===== config.mk =====
export PLATFORM = sky130hd
export DESIGN_NAME = instr_sequencer
export DESIGN_NICKNAME = d
export VERILOG_FILES = /design/src/rtl/sequencer_pkg.sv /design/src/rtl/instr_sequencer_decode.sv /design/src/rtl/instr_sequencer.sv
export SDC_FILE = /design/constraint.sdc
export NUM_CORES = 1
export LEC_CHECK = 0
export ABC_CLOCK_PERIOD_IN_PS = 4019
export CORE_ASPECT_RATIO = 1.5
export CORE_UTILIZATION = 45
export CTS_BUF_LIST = sky130_fd_sc_hd__clkbuf_8
export DETAILED_ROUTE_END_ITERATION = 12
export GPL_TIMING_DRIVEN = 0
export PLACE_DENSITY = 0.68
export REMOVE_ABC_BUFFERS = 1
export SKIP_CTS_REPAIR_TIMING = 1
export SLEW_MARGIN = 20
export SYNTH_ARGS = -nofsm -noshare
export SYNTH_HDL_FRONTEND = slang
export SYNTH_SLANG_ARGS = --single-unit

===== constraint.sdc =====
create_clock -name clk -period 4.02 [get_ports clk]
set_input_delay 0.804 -clock clk [delete_from_list [all_inputs] [get_ports clk]]
set_output_delay 0.804 -clock clk [all_outputs]
set_load 0.05 [all_outputs]

===== src/rtl/sequencer_pkg.sv =====
// Shared types and instruction-word field positions for the program sequencer.
package sequencer_pkg;

  typedef enum logic [1:0] {
    OP_WRITE = 2'b00,
    OP_EXEC  = 2'b01,
    OP_NEXTL = 2'b10,
    OP_HALT  = 2'b11
  } opcode_t;

  typedef enum logic [2:0] {
    S_IDLE   = 3'd0,
    S_FETCH  = 3'd1,
    S_DECODE = 3'd2,
    S_WAIT   = 3'd3,
    S_DONE   = 3'd4
  } state_t;

  localparam int INSTR_W = 32;
  localparam int OPC_HI  = 31;
  localparam int OPC_LO  = 30;
  localparam int ADDR_HI = 29;
  localparam int ADDR_LO = 16;
  localparam int DATA_HI = 15;
  localparam int DATA_LO = 0;
  localparam int ADDR_W  = ADDR_HI - ADDR_LO + 1;
  localparam int DATA_W  = DATA_HI - DATA_LO + 1;
  localparam int WCNT_W  = 32;

endpackage


===== src/rtl/instr_sequencer_decode.sv =====
// Combinational split of a program word into opcode, register address and write data.
module instr_decode
  import sequencer_pkg::*;
(
  input  logic [INSTR_W-1:0] i_instr,
  output opcode_t            o_opcode,
  output logic [ADDR_W-1:0]  o_addr,
  output logic [DATA_W-1:0]  o_data
);

  assign o_opcode = opcode_t'(i_instr[OPC_HI:OPC_LO]);
  assign o_addr   = i_instr[ADDR_HI:ADDR_LO];
  assign o_data   = i_instr[DATA_HI:DATA_LO];

endmodule


===== src/rtl/instr_sequencer.sv =====
// Program sequencer: fetches instruction words and turns them into register-write,
// execute and layer-advance pulses, stalling on the controller's completion flag.
module instr_sequencer
  import sequencer_pkg::*;
#(
  parameter int PC_W    = 16,
  parameter int TIMEOUT = 65535
) (
  input  logic            clk,
  input  logic            rst,
  input  logic            run_program,
  input  logic [PC_W-1:0] pc_max,
  output logic            imem_re,
  output logic [PC_W-1:0] imem_addr,
  input  logic [31:0]     imem_rdata,
  output logic            wr_en_drv,
  output logic [13:0]     addr_drv,
  output logic [15:0]     write_data_drv,
  output logic            execute_2,
  output logic            next_layer,
  input  logic            done_executing,
  output logic            busy,
  output logic            finished,
  output logic            timeout_err
);

  localparam logic [WCNT_W-1:0] TIMEOUT_LIM = WCNT_W'(TIMEOUT);

  state_t              r_state;
  logic [PC_W-1:0]     r_pc;
  logic [WCNT_W-1:0]   r_wait_cnt;
  logic                r_imem_re;
  logic [PC_W-1:0]     r_imem_addr;
  logic                r_wr_en;
  logic [ADDR_W-1:0]   r_addr;
  logic [DATA_W-1:0]   r_data;
  logic                r_execute;
  logic                r_next_layer;
  logic                r_timeout_err;

  opcode_t             w_opcode;
  logic [ADDR_W-1:0]   w_addr;
  logic [DATA_W-1:0]   w_data;
  logic [PC_W-1:0]     w_pc_inc;
  logic                w_pc_end;
  logic [WCNT_W-1:0]   w_wait_cnt_inc;
  logic                w_timeout_hit;
  logic                w_wait_done;
  logic                w_advance;

  instr_decode u_decode (
    .i_instr  (imem_rdata),
    .o_opcode (w_opcode),
    .o_addr   (w_addr),
    .o_data   (w_data)
  );

  assign w_pc_inc       = r_pc + PC_W'(1);
  assign w_pc_end       = (w_pc_inc == pc_max);
  assign w_wait_cnt_inc = (&r_wait_cnt) ? r_wait_cnt : r_wait_cnt + WCNT_W'(1);
  assign w_timeout_hit  = (w_wait_cnt_inc >= TIMEOUT_LIM);
  // The completion flag is not trusted while our own execute pulse is still on the wire.
  assign w_wait_done    = done_executing && !r_execute;
  assign w_advance      = ((r_state == S_DECODE) && ((w_opcode == OP_WRITE) || (w_opcode == OP_NEXTL)))
                       || ((r_state == S_WAIT) && w_wait_done);

  always_ff @(posedge clk or posedge rst) begin
    if (rst) begin
      r_state       <= S_IDLE;
      r_pc          <= '0;
      r_wait_cnt    <= '0;
      r_imem_re     <= 1'b0;
      r_imem_addr   <= '0;
      r_wr_en       <= 1'b0;
      r_addr        <= '0;
      r_data        <= '0;
      r_execute     <= 1'b0;
      r_next_layer  <= 1'b0;
      r_timeout_err <= 1'b0;
    end else begin
      r_imem_re    <= 1'b0;
      r_wr_en      <= 1'b0;
      r_execute    <= 1'b0;
      r_next_layer <= 1'b0;

      unique case (r_state)
        S_IDLE: begin
          if (run_program) begin
            r_pc          <= '0;
            r_timeout_err <= 1'b0;
            if (pc_max == '0) begin
              r_state <= S_DONE;
            end else begin
              r_state     <= S_FETCH;
              r_imem_re   <= 1'b1;
              r_imem_addr <= '0;
            end
          end
        end
        S_FETCH: r_state <= S_DECODE;
        S_DECODE: begin
          unique case (w_opcode)
            OP_WRITE: begin
              r_wr_en <= 1'b1;
              r_addr  <= w_addr;
              r_data  <= w_data;
            end
            OP_NEXTL: r_next_layer <= 1'b1;
            OP_EXEC: begin
              r_execute  <= 1'b1;
              r_wait_cnt <= '0;
              r_state    <= S_WAIT;
            end
            OP_HALT: r_state <= S_DONE;
          endcase
        end
        S_WAIT: begin
          r_wait_cnt <= w_wait_cnt_inc;
          if (!w_wait_done && w_timeout_hit) begin
            r_timeout_err <= 1'b1;
            r_state       <= S_DONE;
          end
        end
        S_DONE: begin
          if (!run_program) r_state <= S_IDLE;
        end
        default: r_state <= S_IDLE;
      endcase

      // Shared pc step for WRITE, NEXTL and a completed EXEC.
      if (w_advance) begin
        r_pc <= w_pc_inc;
        if (w_pc_end) begin
          r_state <= S_DONE;
        end else begin
          r_state     <= S_FETCH;
          r_imem_re   <= 1'b1;
          r_imem_addr <= w_pc_inc;
        end
      end
    end
  end

  assign imem_re        = r_imem_re;
  assign imem_addr      = r_imem_addr;
  assign wr_en_drv      = r_wr_en;
  assign addr_drv       = r_addr;
  assign write_data_drv = r_data;
  assign execute_2      = r_execute;
  assign next_layer     = r_next_layer;
  assign timeout_err    = r_timeout_err;
  assign busy           = (r_state != S_IDLE) && (r_state != S_DONE);
  assign finished       = (r_state == S_DONE);

endmodule

# Yosys cells after proc, flatten, opt, wreduce, memory -nomap -nowiden
# Cells that the tools add are included.
[totals]
register_bits = 102
out_inout_bits = 53
word_cells = 86
[op_classes]
addsub = 2
magnitude_cmp = 1
eq_ne = 16
n_mux = 33
n_reduce_logical = 23
[op_table]
columns = ["operator", "count"]
rows = [
  ["16-bit 2-to-1 mux", 8],
  ["32-bit 2-to-1 mux", 2],
  ["32-bit case mux with 2 select lines", 1],
  ["32-bit by 1-bit adder with 32-bit output (second input constant)", 1],
  ["32-bit by 16-bit greater-or-equal comparator with 1-bit output (second input constant)", 1],
  ["32-bit AND reduction", 1],
  ["3-bit 2-to-1 mux", 6],
  ["16-bit by 1-bit adder with 16-bit output (second input constant)", 1],
  ["16-bit == test", 1],
  ["16-bit zero test", 1],
  ["3-bit case mux with 5 select lines", 1],
  ["1-bit 2-to-1 mux", 13],
  ["2-bit nonzero test", 4],
  ["3-bit by 2-bit == test with 1-bit output (second input constant)", 2],
  ["3-bit by 2-bit != test with 1-bit output (second input constant)", 2],
  ["3-bit != test (second input constant)", 2],
  ["3-bit case mux with 2 select lines", 1],
  ["2-bit AND reduction", 3],
  ["1-bit logical AND", 5],
  ["2-bit == test (second input constant)", 2],
  ["2-bit by 1-bit != test with 1-bit output (second input constant)", 2],
  ["4-bit by 2-bit != test with 1-bit output (second input constant)", 1],
  ["4-bit AND reduction", 1],
  ["3-bit by 1-bit == test with 1-bit output (second input constant)", 1],
  ["10 further kinds", 12],
]

# Longest topological paths before layout
# Gate-level depths: netlist of run 1.
[logic_depth]
depth_word = 7
depth_mapped = 11

# Hierarchy
# A second synthesis of run 1 with hierarchy kept.
[hier_totals]
cells_unflattened = 620
area_unflattened_um2 = 5973.2
[modules_own_cells]
columns = ["module", "instances", "cells_per_inst", "area_each_um2", "seq_area_each_um2"]
rows = [
  ["instr_sequencer", 1, 588, 5733.0, 2552.4],
  ["instr_decode", 1, 32, 240.2, 0.0],
]

# Worst setup path after synthesis of run 1
# OpenSTA, ideal clock, no wires.
[synth_timing]
path_type = "register -> register"
startpoint = "reg r_pc[7]"
endpoint = "reg r_imem_addr[11], in the netlist imem_addr[11]"
setup_time_ns = 0.083
arrival_ns = 2.788
slack_ns = 1.149
path_stages_with_launch = 11
path_buffers = 2
path_cell_list = "dfrtp_1 -> buf_2 -> nand4_2 -> nor4_4 -> mux2_2 -> or4_1 -> nor4_1 -> a21o_1 -> buf_2 -> nand3_1 -> o21ai_0"
[synth_between]
elab_chain_cells = 4
[synth_lines]
columns = ["element", "line", "source"]
rows = [
  ["from (decl)", "instr_sequencer.sv:30", "logic [PC_W-1:0] r_pc;"],
  ["from (signal assigned)", "instr_sequencer.sv:132", "r_pc <= w_pc_inc;"],
  ["16-bit by 1-bit adder with 16-bit output (*)", "instr_sequencer.sv:58", "assign w_pc_inc = r_pc + PC_W'(1);"],
  ["16-bit == test", "instr_sequencer.sv:59", "assign w_pc_end = (w_pc_inc == pc_max);"],
  ["16-bit 2-to-1 mux (*)", "instr_sequencer.sv:133", "if (w_pc_end) begin"],
  ["16-bit 2-to-1 mux (*)", "instr_sequencer.sv:131", "if (w_advance) begin"],
  ["to (signal assigned)", "instr_sequencer.sv:138", "r_imem_addr <= w_pc_inc;"],
  ["to (decl)", "instr_sequencer.sv:33", "logic [PC_W-1:0] r_imem_addr;"],
]
# Every way passes the cells marked *; elsewhere a longest branch is shown, timed or not.
# A chain may end at the register's enable or synchronous reset.

# Final worst setup path of run 1
[layout_timing]
startpoint = "reg r_pc[0]"
endpoint = "reg r_state[0]"
[layout_between]
elab_chain_cells = 4
[layout_lines]
columns = ["element", "line", "source"]
rows = [
  ["16-bit by 1-bit adder with 16-bit output", "instr_sequencer.sv:58", ""],
  ["16-bit == test", "instr_sequencer.sv:59", ""],
  ["3-bit 2-to-1 mux", "instr_sequencer.sv:133", ""],
  ["3-bit 2-to-1 mux", "instr_sequencer.sv:131", ""],
  ["to (signal assigned)", "instr_sequencer.sv:69", "r_state <= S_IDLE;"],
  ["to (signal assigned)", "instr_sequencer.sv:134", "r_state <= S_DONE;"],
  ["to (signal assigned)", "instr_sequencer.sv:136", "r_state <= S_FETCH;"],
  ["to (decl)", "instr_sequencer.sv:29", "state_t r_state;"],
]
# No other way between the ends.

==> results of run 1 <==
==> synthesized netlist by cell type (17+ instances only) <==
master	count
a21oi_1	20
clkbuf_1	30
dfrtp_1	102
mux2_2	33
nand2_1	42
nand3_1	39
nand4_1	24
nor2_1	48
nor4_1	19
o21ai_0	79
o31ai_1	17
xnor2_1	18
==> worst max-delay path by stage <==
stage                        endpoint           start  slack [ns]  depth (start not counted)
after floorplan           addr_drv[0]  imem_rdata[31]       -0.44                          2
after global placement    addr_drv[4]  imem_rdata[30]       -2.31                          3
after detailed placement   r_state[0]         r_pc[0]       -0.07                          9
after CTS                  r_state[0]         r_pc[0]       -0.08                          9
after global routing       r_state[0]         r_pc[0]        0.11                          9
final                      r_state[0]         r_pc[0]        0.34                          9
==> report_power, final <==
group	total, mW	switching, mW	internal (mW)
logic	1.99	1.24	0.742
registers	1.68	0.357	1.33
clock network	0.714	0.410	0.304
total	4.38	2.01	2.37
==> sequential cells by signal, summed over array words and instances (netlist names) <==
| name | count |
|---|---|
| r_state | 3 |
| addr_drv | 14 |
| next_layer | 1 |
| r_pc | 16 |
| execute_2 | 1 |
| timeout_err | 1 |
| imem_addr | 16 |
| wr_en_drv | 1 |
| imem_re | 1 |
| write_data_drv | 16 |
| r_wait_cnt | 32 |
==> through the flow <==
| stage | area (um^2) | cells |
|---|---|---|
| 6_report | 7410 | 902 |
| 5_1_grt | 7410 | 902 |
| 4_1_cts | 7380 | 900 |
| 3_5_place_dp | 7160 | 884 |
| 3_3_place_gp | 7060 | 877 |
| 2_1_floorplan | 5820 | 614 |
==> critical path, stage by stage, from the launching register on <==
cell       delay [ns]
dfrtp_1          0.57
ha_1             0.34
nand4_1          0.44
nor2_1           0.38
o2111ai_1        0.20
or4_1            0.49
nor4_1           0.42
a21o_4           0.41
o31ai_1          0.13
a21o_1           0.17
==> routing by layer <==
metal	part of all wire (%)	track usage [%]
met3	4.7	3.76
met4	2.3	8.90
met2	53	43.8
met1	40	28.5
met5	0	0
==> cell families (layout without fill, tap and decap cells) <==
| logic type | Yosys count | after routing | synth area share (%) |
|---|---|---|---|
| and+or+nand+nor | 253 | 253 | 23.2 |
| adders and majority gates | 2 | 2 | 0.415 |
| buffers and inverters | 59 | 141 | 4.03 |
| DFF | 102 | 102 | 42.4 |
| xor gates and xnor gates | 28 | 28 | 4.30 |
| muxes | 38 | 38 | 7.00 |
| AOI/OAI and AO/OA | 179 | 179 | 18.7 |
==> area by class of cell <==
| type | instances | area (um^2) |
|---|---|---|
| tap | 159 | 199 |
| clock buffer | 9 | 124 |
| inverter | 12 | 50.0 |
| multi-input combinational | 500 | 3260 |
| timing repair buffer | 113 | 1130 |
| sequential | 102 | 2550 |
| clock inverter | 7 | 88.8 |
| fill | 1150 | 5610 |
==> metrics.yaml, run 1 <==
worstHoldStart: "imem_addr[6]"
dr.pass1.iters: 5
crit_required_ns: 4.30
place_hpwl_mm: 11.7
synth_cell_type_count: 61
max_freq_mhz: 272
fin_skew_ns: 0.0167
seq_area_frac_synth_pct: 42.4
crit_fanout: 34
io_pins: 105
grt_pass1_wl_mm: 26.1
status: "complete, no violations"
powerDensity_nw_per_um2: 592
clock_path_buffers: 2
fin_tns_setup_ns: 0
fin_ws_ns: 0.344
max_cap_viol_count: 0
min_period_ns: 3.68
final_common_cell: "clkdlybuf4s50_1"
r2r_cells: 9
diodes: 0
crit_arrival_ns: 3.95
drc_errors: 0
drive_above_1_share_pct: 10.1
antenna_found_initial: 0
gr-usage-all-layers_pct: 24.3
synth_cells: 661
yosysTopAreaCell: "dfrtp_1"
whs_path_depth: 2
gp_congestion: 0.910
wl_mm: 16.1
ff2ff_setup_slack_ns: 0.34
ys_seq_elements: 102
r2r-start: "r_pc[0]"
cts.sinks: 102
root_buffer: "clkbuf_8"
holdWs_ns: 0.504
synth_warnings: 0
rsz0062_at_grt: "no"
rows: 51
grt_pass1_vias: 5377
area_growth_pct: 23.0
io_buffers: 104
post_synth.cell_area_avg_um2: 9.11
cts_tree: "built"
die_x_um: 96.5
initial_core_util_pct: 46.3
synth_top_area_share_pct: 42.4
viasPerCell: 6.14
final_cell_mix: "clkdlybuf4s50_1 (104), dfrtp_1 (102), o21ai_0 (79)"
setup_viol: 0
slew_headroom_pct: 28.0
numCtsBuffers: 9
clkTransAtPathRegs_ns: 0.11
preCtsSetupSlack_ns: -0.0671
slew_violations: 0
syn_area_um2: 6020
die_h_um: 144
holdCritPathClass: "reg2reg"
irDropWorstVdd_v: 0.000263
clock_latency_ns: 0.39
grt.overflow.total: 0
fp.coreArea_um2: 13000
synth_edf_count: 0
post-route-period-util_pct: 91.4
crit_type: "reg2reg"
nNetsFinal: 792
async_flop_share_pct: 100
drtAntennaViolNets: 0
cp-end-kind: "register"
ys.flop_type: "dfrtp_1"
r2r-end: "r_state[0]"
worst_pin_slew_ns: 1.08
cp-start-kind: "register"
hold_end: "imem_addr[6]"
power_leakage_nw: 2.87
dr.first_iter.drc_count: 248
yosys-top-cells-area: "dfrtp_1 (42%), o21ai_0 (6.6%), mux2_2 (6.2%)"
die_area_um2: 13900
final_util_pct: 56.9
num_vias: 5536
wl_per_cell_um: 17.8
grt_max_degree: 76
p_total_mw: 4.38
hold_viol: 0
htree_levels: 3
Power figures use the tool's default switching activity.
==> run 2, diff against run 1 <==
RECOVER_POWER = 50   (was default)
==> metrics.yaml, run 2 (synthesis gave the netlist of run 1 again) <==
status: "complete, but fails checks"
violations: "max-capacitance violations, max-slew violations"
htree_levels: 3  # unchanged
drc_errors: 0  # unchanged
fp.coreArea_um2: 13000  # unchanged
area_growth_pct: 22.3
final_area_um2: 7360  # -0.61%
irDropWorstVdd_v: 0.000262  # -0.32%
gr-usage-all-layers_pct: 24.3  # unchanged
drtAntennaViolNets: 0  # unchanged
min_period_ns: 3.67  # -0.00252 ns
fillers: 1156  # +0.52%
diodes: 0  # unchanged
dr.first_iter.drc_count: 260  # +4.8%
setup_viol: 0  # unchanged
holdCritPathClass: "reg2reg"
die_x_um: 96.5  # unchanged
ff_latch_area_um2: 2550  # unchanged
hold_viol: 0  # unchanged
root_buffer: "clkbuf_8"
power_leakage_nw: 2.84  # -1.0%
post-route-period-util_pct: 91.4  # about the same
drive_above_1_share_pct: 9.42  # -0.67 points
cts.sinks: 102  # unchanged
max_cap_viol_count: 1  # +1
wl_mm: 16.1  # about the same
clock_latency_ns: 0.39  # about the same
rows: 51  # unchanged
max_freq_mhz: 272  # about the same
gp_congestion: 0.910  # unchanged
die_area_um2: 13900  # unchanged
rsz0062_at_grt: "no"
layout.cells.non_filler: 902  # unchanged
initial_core_util_pct: 46.3  # unchanged
io_pins: 105  # unchanged
place_hpwl_mm: 11.7  # unchanged
holdWs_ns: 0.504  # -0.0000760 ns
cp-end-kind: "register"
crit_arrival_ns: 3.95  # about the same
dr.pass1.iters: 4  # -1
slew_violations: 76  # +76
grt_max_degree: 76  # unchanged
slew_headroom_pct: -12.6  # -41 points
viasPerCell: 6.13  # -0.11%
largest_reg_flops: 32  # unchanged
multi_input_area_um2: 3250  # -0.19%
dp.cells: 884  # unchanged
die_h_um: 144  # unchanged
combPwrFrac_pct: 45.2  # about the same
top_register: "r_wait_cnt"
final_cell_mix: "dfrtp_1 (102), clkdlybuf4s50_1 (102), o21ai_0 (79)"
p_sw_mw: 2.01  # -0.18%
io_buffers: 104  # unchanged
fin_skew_ns: 0.0168  # +0.0000691 ns
grt_pass1_vias: 5377  # unchanged
place_area_um2: 7160  # unchanged
sequentialPowerShare_pct: 38.5  # about the same
crit_type: "reg2reg"
p_sw_share_pct: 45.9  # about the same
grt.overflow.total: 0  # unchanged
crit_required_ns: 4.29  # about the same
num_vias: 5530  # -0.11%
worst_pin_slew_ns: 1.69  # +0.612 ns
crit_fanout: 34  # unchanged
antenna_found_initial: 0  # unchanged
p_clk_share_pct: 16.3  # about the same
p_total_mw: 4.37  # -0.22%
wl_per_cell_um: 17.8  # about the same
cp-start-kind: "register"
powerDensity_nw_per_um2: 594  # +0.39%
clkTransAtPathRegs_ns: 0.11  # about the same
nNetsFinal: 792  # unchanged
intPower_mw: 2.37  # -0.26%
clock_path_buffers: 2  # unchanged
grt_pass1_wl_mm: 26.1  # unchanged
numCtsBuffers: 9  # unchanged
cts_tree: "built"
run 2: changes by cell type in the layout (fill, tap and decap cells not counted), sizes merged:
cell and delta:
buf -4, clkbuf +4, clkdlybuf4s50 -2, dlygate4sd3 +2, clkinvlp +1, inv -1
run 2: stage by stage:
step / utilization [%] / setup WS [ns] / setup TNS (ns)
final: 56.6 / 0.347 / 0
after global routing: 56.6 / 0.109 / 0
after CTS: 56.7 / -0.0845 / -0.0930
after detailed placement: 55.0 / -0.0671 / -0.0671
after global placement: 54.3 / -2.31 / -177.35
after floorplan: - / -0.442 / -13.50
run 2: area by class of cell:
| cell class | instances | area share, % |
|---|---|---|
| Sequential cell | 102 | 34.7 |
| Clock buffer | 9 | 1.68 |
| Tap cell | 159 | 2.70 |
| Inverter | 12 | 0.629 |
| Clock inverter | 7 | 1.21 |
| Multi-Input combinational cell | 500 | 44.2 |
| Timing Repair Buffer | 113 | 14.9 |
run 2: critical path, cell delays in order, from the launching register on:
cell and delay [ns]:
dfrtp_1 0.57, ha_1 0.34, nand4_1 0.44, nor2_1 0.38, o2111ai_1 0.20, or4_1 0.49, nor4_1 0.42, a21o_4 0.41
o31ai_1 0.13, a21o_1 0.17
run 2: per-layer routing:
metal / vias to the layer above / part of all wire [%] / track usage [%]
li1: 2631 / - / -
met1: 2689 / 40 / 28.5
met2: 171 / 53 / 43.8
met3: 39 / 4.7 / 3.76
met4: 0 / 2.3 / 8.90
met5: - / 0 / 0
run 2: final timing paths:
kind,start,to,slack (ns),cells after the start
min in group asynchronous,rst,r_wait_cnt[3],1.12,2
hold reg to reg,imem_addr[6],imem_addr[6],0.50,2
hold / removal,imem_addr[6],imem_addr[6],0.50,2
setup reg to reg,r_pc[0],r_state[0],0.35,9
setup / recovery,r_pc[0],r_state[0],0.35,9
max in group asynchronous,rst,r_state[0],0.67,3
run 2: power by group through the flow:
stage          combinational [mW]  clock [mW]  sequential (mW)
2_1_floorplan               0.739           0             2.21
3_3_place_gp                 1.95           0             1.67
3_5_place_dp                 1.99           0             1.69
4_1_cts                      2.00       0.731             1.68
5_1_grt                      2.11       0.772             1.74
6_report                     1.98       0.714             1.68
==> run 3, diff against run 2 <==
PLACE_DENSITY = default   (was 0.68)
PLACE_DENSITY_LB_ADDON = 0.05   (was default)
==> metrics.yaml, run 3 (synthesis gave the netlist of run 1 again) <==
dr.pass1.iters: 5  # +1
die_x_um: 96.5  # unchanged
io_buffers: 104  # unchanged
final_area_um2: 7380  # +0.19%
fp.coreArea_um2: 13000  # unchanged
rows: 51  # unchanged
powerDensity_nw_per_um2: 579  # -2.5%
numCtsBuffers: 9  # unchanged
initial_core_util_pct: 46.3  # unchanged
viasPerCell: 6.08  # -0.80%
max_cap_viol_count: 1  # unchanged
top_register: "r_wait_cnt"
grt_max_degree: 55  # -28%
critPathMaxStageDelay_ns: 0.56  # about the same
crit_type: "reg2reg"
wl_mm: 16.5  # +2.3%
num_vias: 5498  # -0.58%
fillers: 1217  # +5.3%
final_cell_mix: "dfrtp_1 (102), clkdlybuf4s50_1 (84), o21ai_0 (79)"
slowest_stage: "dfrtp_1"
hold_viol: 0  # unchanged
slew_violations: 49  # -36%
irDropWorstVdd_v: 0.000256  # -2.4%
path_delay_family: "simple AND/OR/NAND/NOR gates"
io_pins: 105  # unchanged
cp_num_buf_inv: 0  # unchanged
cts_tree: "built"
clkTransAtPathRegs_ns: 0.11  # about the same
final_common_cell: "dfrtp_1"
drive_above_1_share_pct: 10.2  # +0.78 points
gp_congestion: 0.941  # +3.4%
power_leakage_nw: 2.89  # +1.9%
worst_pin_slew_ns: 2.27  # +0.586 ns
diodes: 0  # unchanged
cp-start-kind: "register"
crit_fanout: 34  # unchanged
root_buffer: "clkbuf_8"
drc_errors: 0  # unchanged
antenna_found_initial: 0  # unchanged
grt_pass1_wl_mm: 26.6  # +1.8%
crit_chain: "ha_1, nand4_1, nor2_1, o2111ai_1, or4_1, nor4_1, a21o_4, o31ai_1, a21o_1"
fin_skew_ns: 0.0108  # -0.00600 ns
clock_latency_ns: 0.38  # about the same
violations: "max-capacitance violations, max-slew violations"
fin_ws_ns: 0.262  # -0.0848 ns
nNetsFinal: 794  # +0.25%
gr-usage-all-layers_pct: 24.7  # +0.35 points
crit_required_ns: 4.30  # about the same
clock_path_buffers: 2  # unchanged
status: "complete, but fails checks"
wl_per_cell_um: 18.2  # +2.0%
crit_arrival_ns: 4.04  # +0.09 ns
place_area_um2: 7160  # -0.12%
die_area_um2: 13900  # unchanged
dr.first_iter.drc_count: 289  # +11%
largest_reg_flops: 32  # unchanged
final_util_pct: 56.7  # +0.11 points
htree_levels: 3  # unchanged
max_freq_mhz: 266  # -2.3%
grt.overflow.total: 0  # unchanged
setup_viol: 0  # unchanged
drtAntennaViolNets: 0  # unchanged
die_h_um: 144  # unchanged
area_growth_pct: 22.5
rsz0062_at_grt: "no"
min_period_ns: 3.76  # +0.0848 ns
place_hpwl_mm: 12.1  # +3.3%
grt_pass1_vias: 5403  # +0.48%
cp-end-kind: "register"
cts.sinks: 102  # unchanged
holdWs_ns: 0.507  # +0.00276 ns
holdCritPathClass: "reg2reg"
slew_headroom_pct: -52.5  # -40 points
post-route-period-util_pct: 93.5  # +2.1 points
preCtsSetupSlack_ns: -0.0646  # +0.00253 ns
run 3: changes by cell type in the layout (fill, tap and decap cells not counted), sizes merged:
cell           before  now
dlygate4sd3         2   20
bufinv              1    0
clkbuf             13    9
clkinvlp            1    2
buf                 5   11
clkdlybuf4s50     102   84
run 3: path summary, 6_finish.rpt:
| path | from | to | slack (ns) | cells after the start |
|---|---|---|---|---|
| min in group asynchronous | rst | addr_drv[9] | 1.47 | 2 |
| setup / recovery | r_pc[0] | r_state[0] | 0.26 | 9 |
| hold reg to reg | imem_addr[0] | imem_addr[0] | 0.51 | 2 |
| hold / removal | imem_addr[0] | imem_addr[0] | 0.51 | 2 |
| setup reg to reg | r_pc[0] | r_state[0] | 0.26 | 9 |
| max in group asynchronous | rst | r_wait_cnt[11] | 1.50 | 2 |
run 3: final cells by class:
type | instances | area (um^2) | share of cell area [%]
clock buffers | 9 | 124 | 1.68
clock inverters | 7 | 61.3 | 0.831
inverters | 12 | 46.3 | 0.628
multi-input cells | 500 | 3250 | 44.1
flip-flops and latches | 102 | 2550 | 34.6
well taps | 159 | 199 | 2.70
repair buffers | 115 | 1140 | 15.5
run 3: worst min-delay path, stage by stage, from the launching register on:
cell and delay [ns]:
dfrtp_1 0.35, nand3_1 0.06, o21ai_0 0.06
run 3: report_power, final:
group	leakage, nW	switching (mW)	internal (mW)
clock network	0.0940	0.401	0.239
registers	1.35	0.349	1.33
logic	1.45	1.24	0.716
total	2.89	1.99	2.28
run 3: stage by stage:
step / power (mW) / std cells / setup TNS (ns)
finish: 4.27 / 904 / 0
global route: 4.54 / 904 / 0
CTS: 4.33 / 900 / -0.155
detailed placement: 3.68 / 884 / -0.0646
global placement: 3.61 / 877 / -179.50
floorplan: 2.95 / 614 / -13.50
run 3: layer usage:
| layer | GRT usage [%] | up-vias | share of wire [%] |
|---|---|---|---|
| li1 | - | 2633 | - |
| met1 | 29.6 | 2659 | 39 |
| met2 | 43.3 | 168 | 53 |
| met3 | 3.07 | 38 | 4.4 |
| met4 | 10.9 | 0 | 2.8 |
| met5 | 0 | - | 0 |
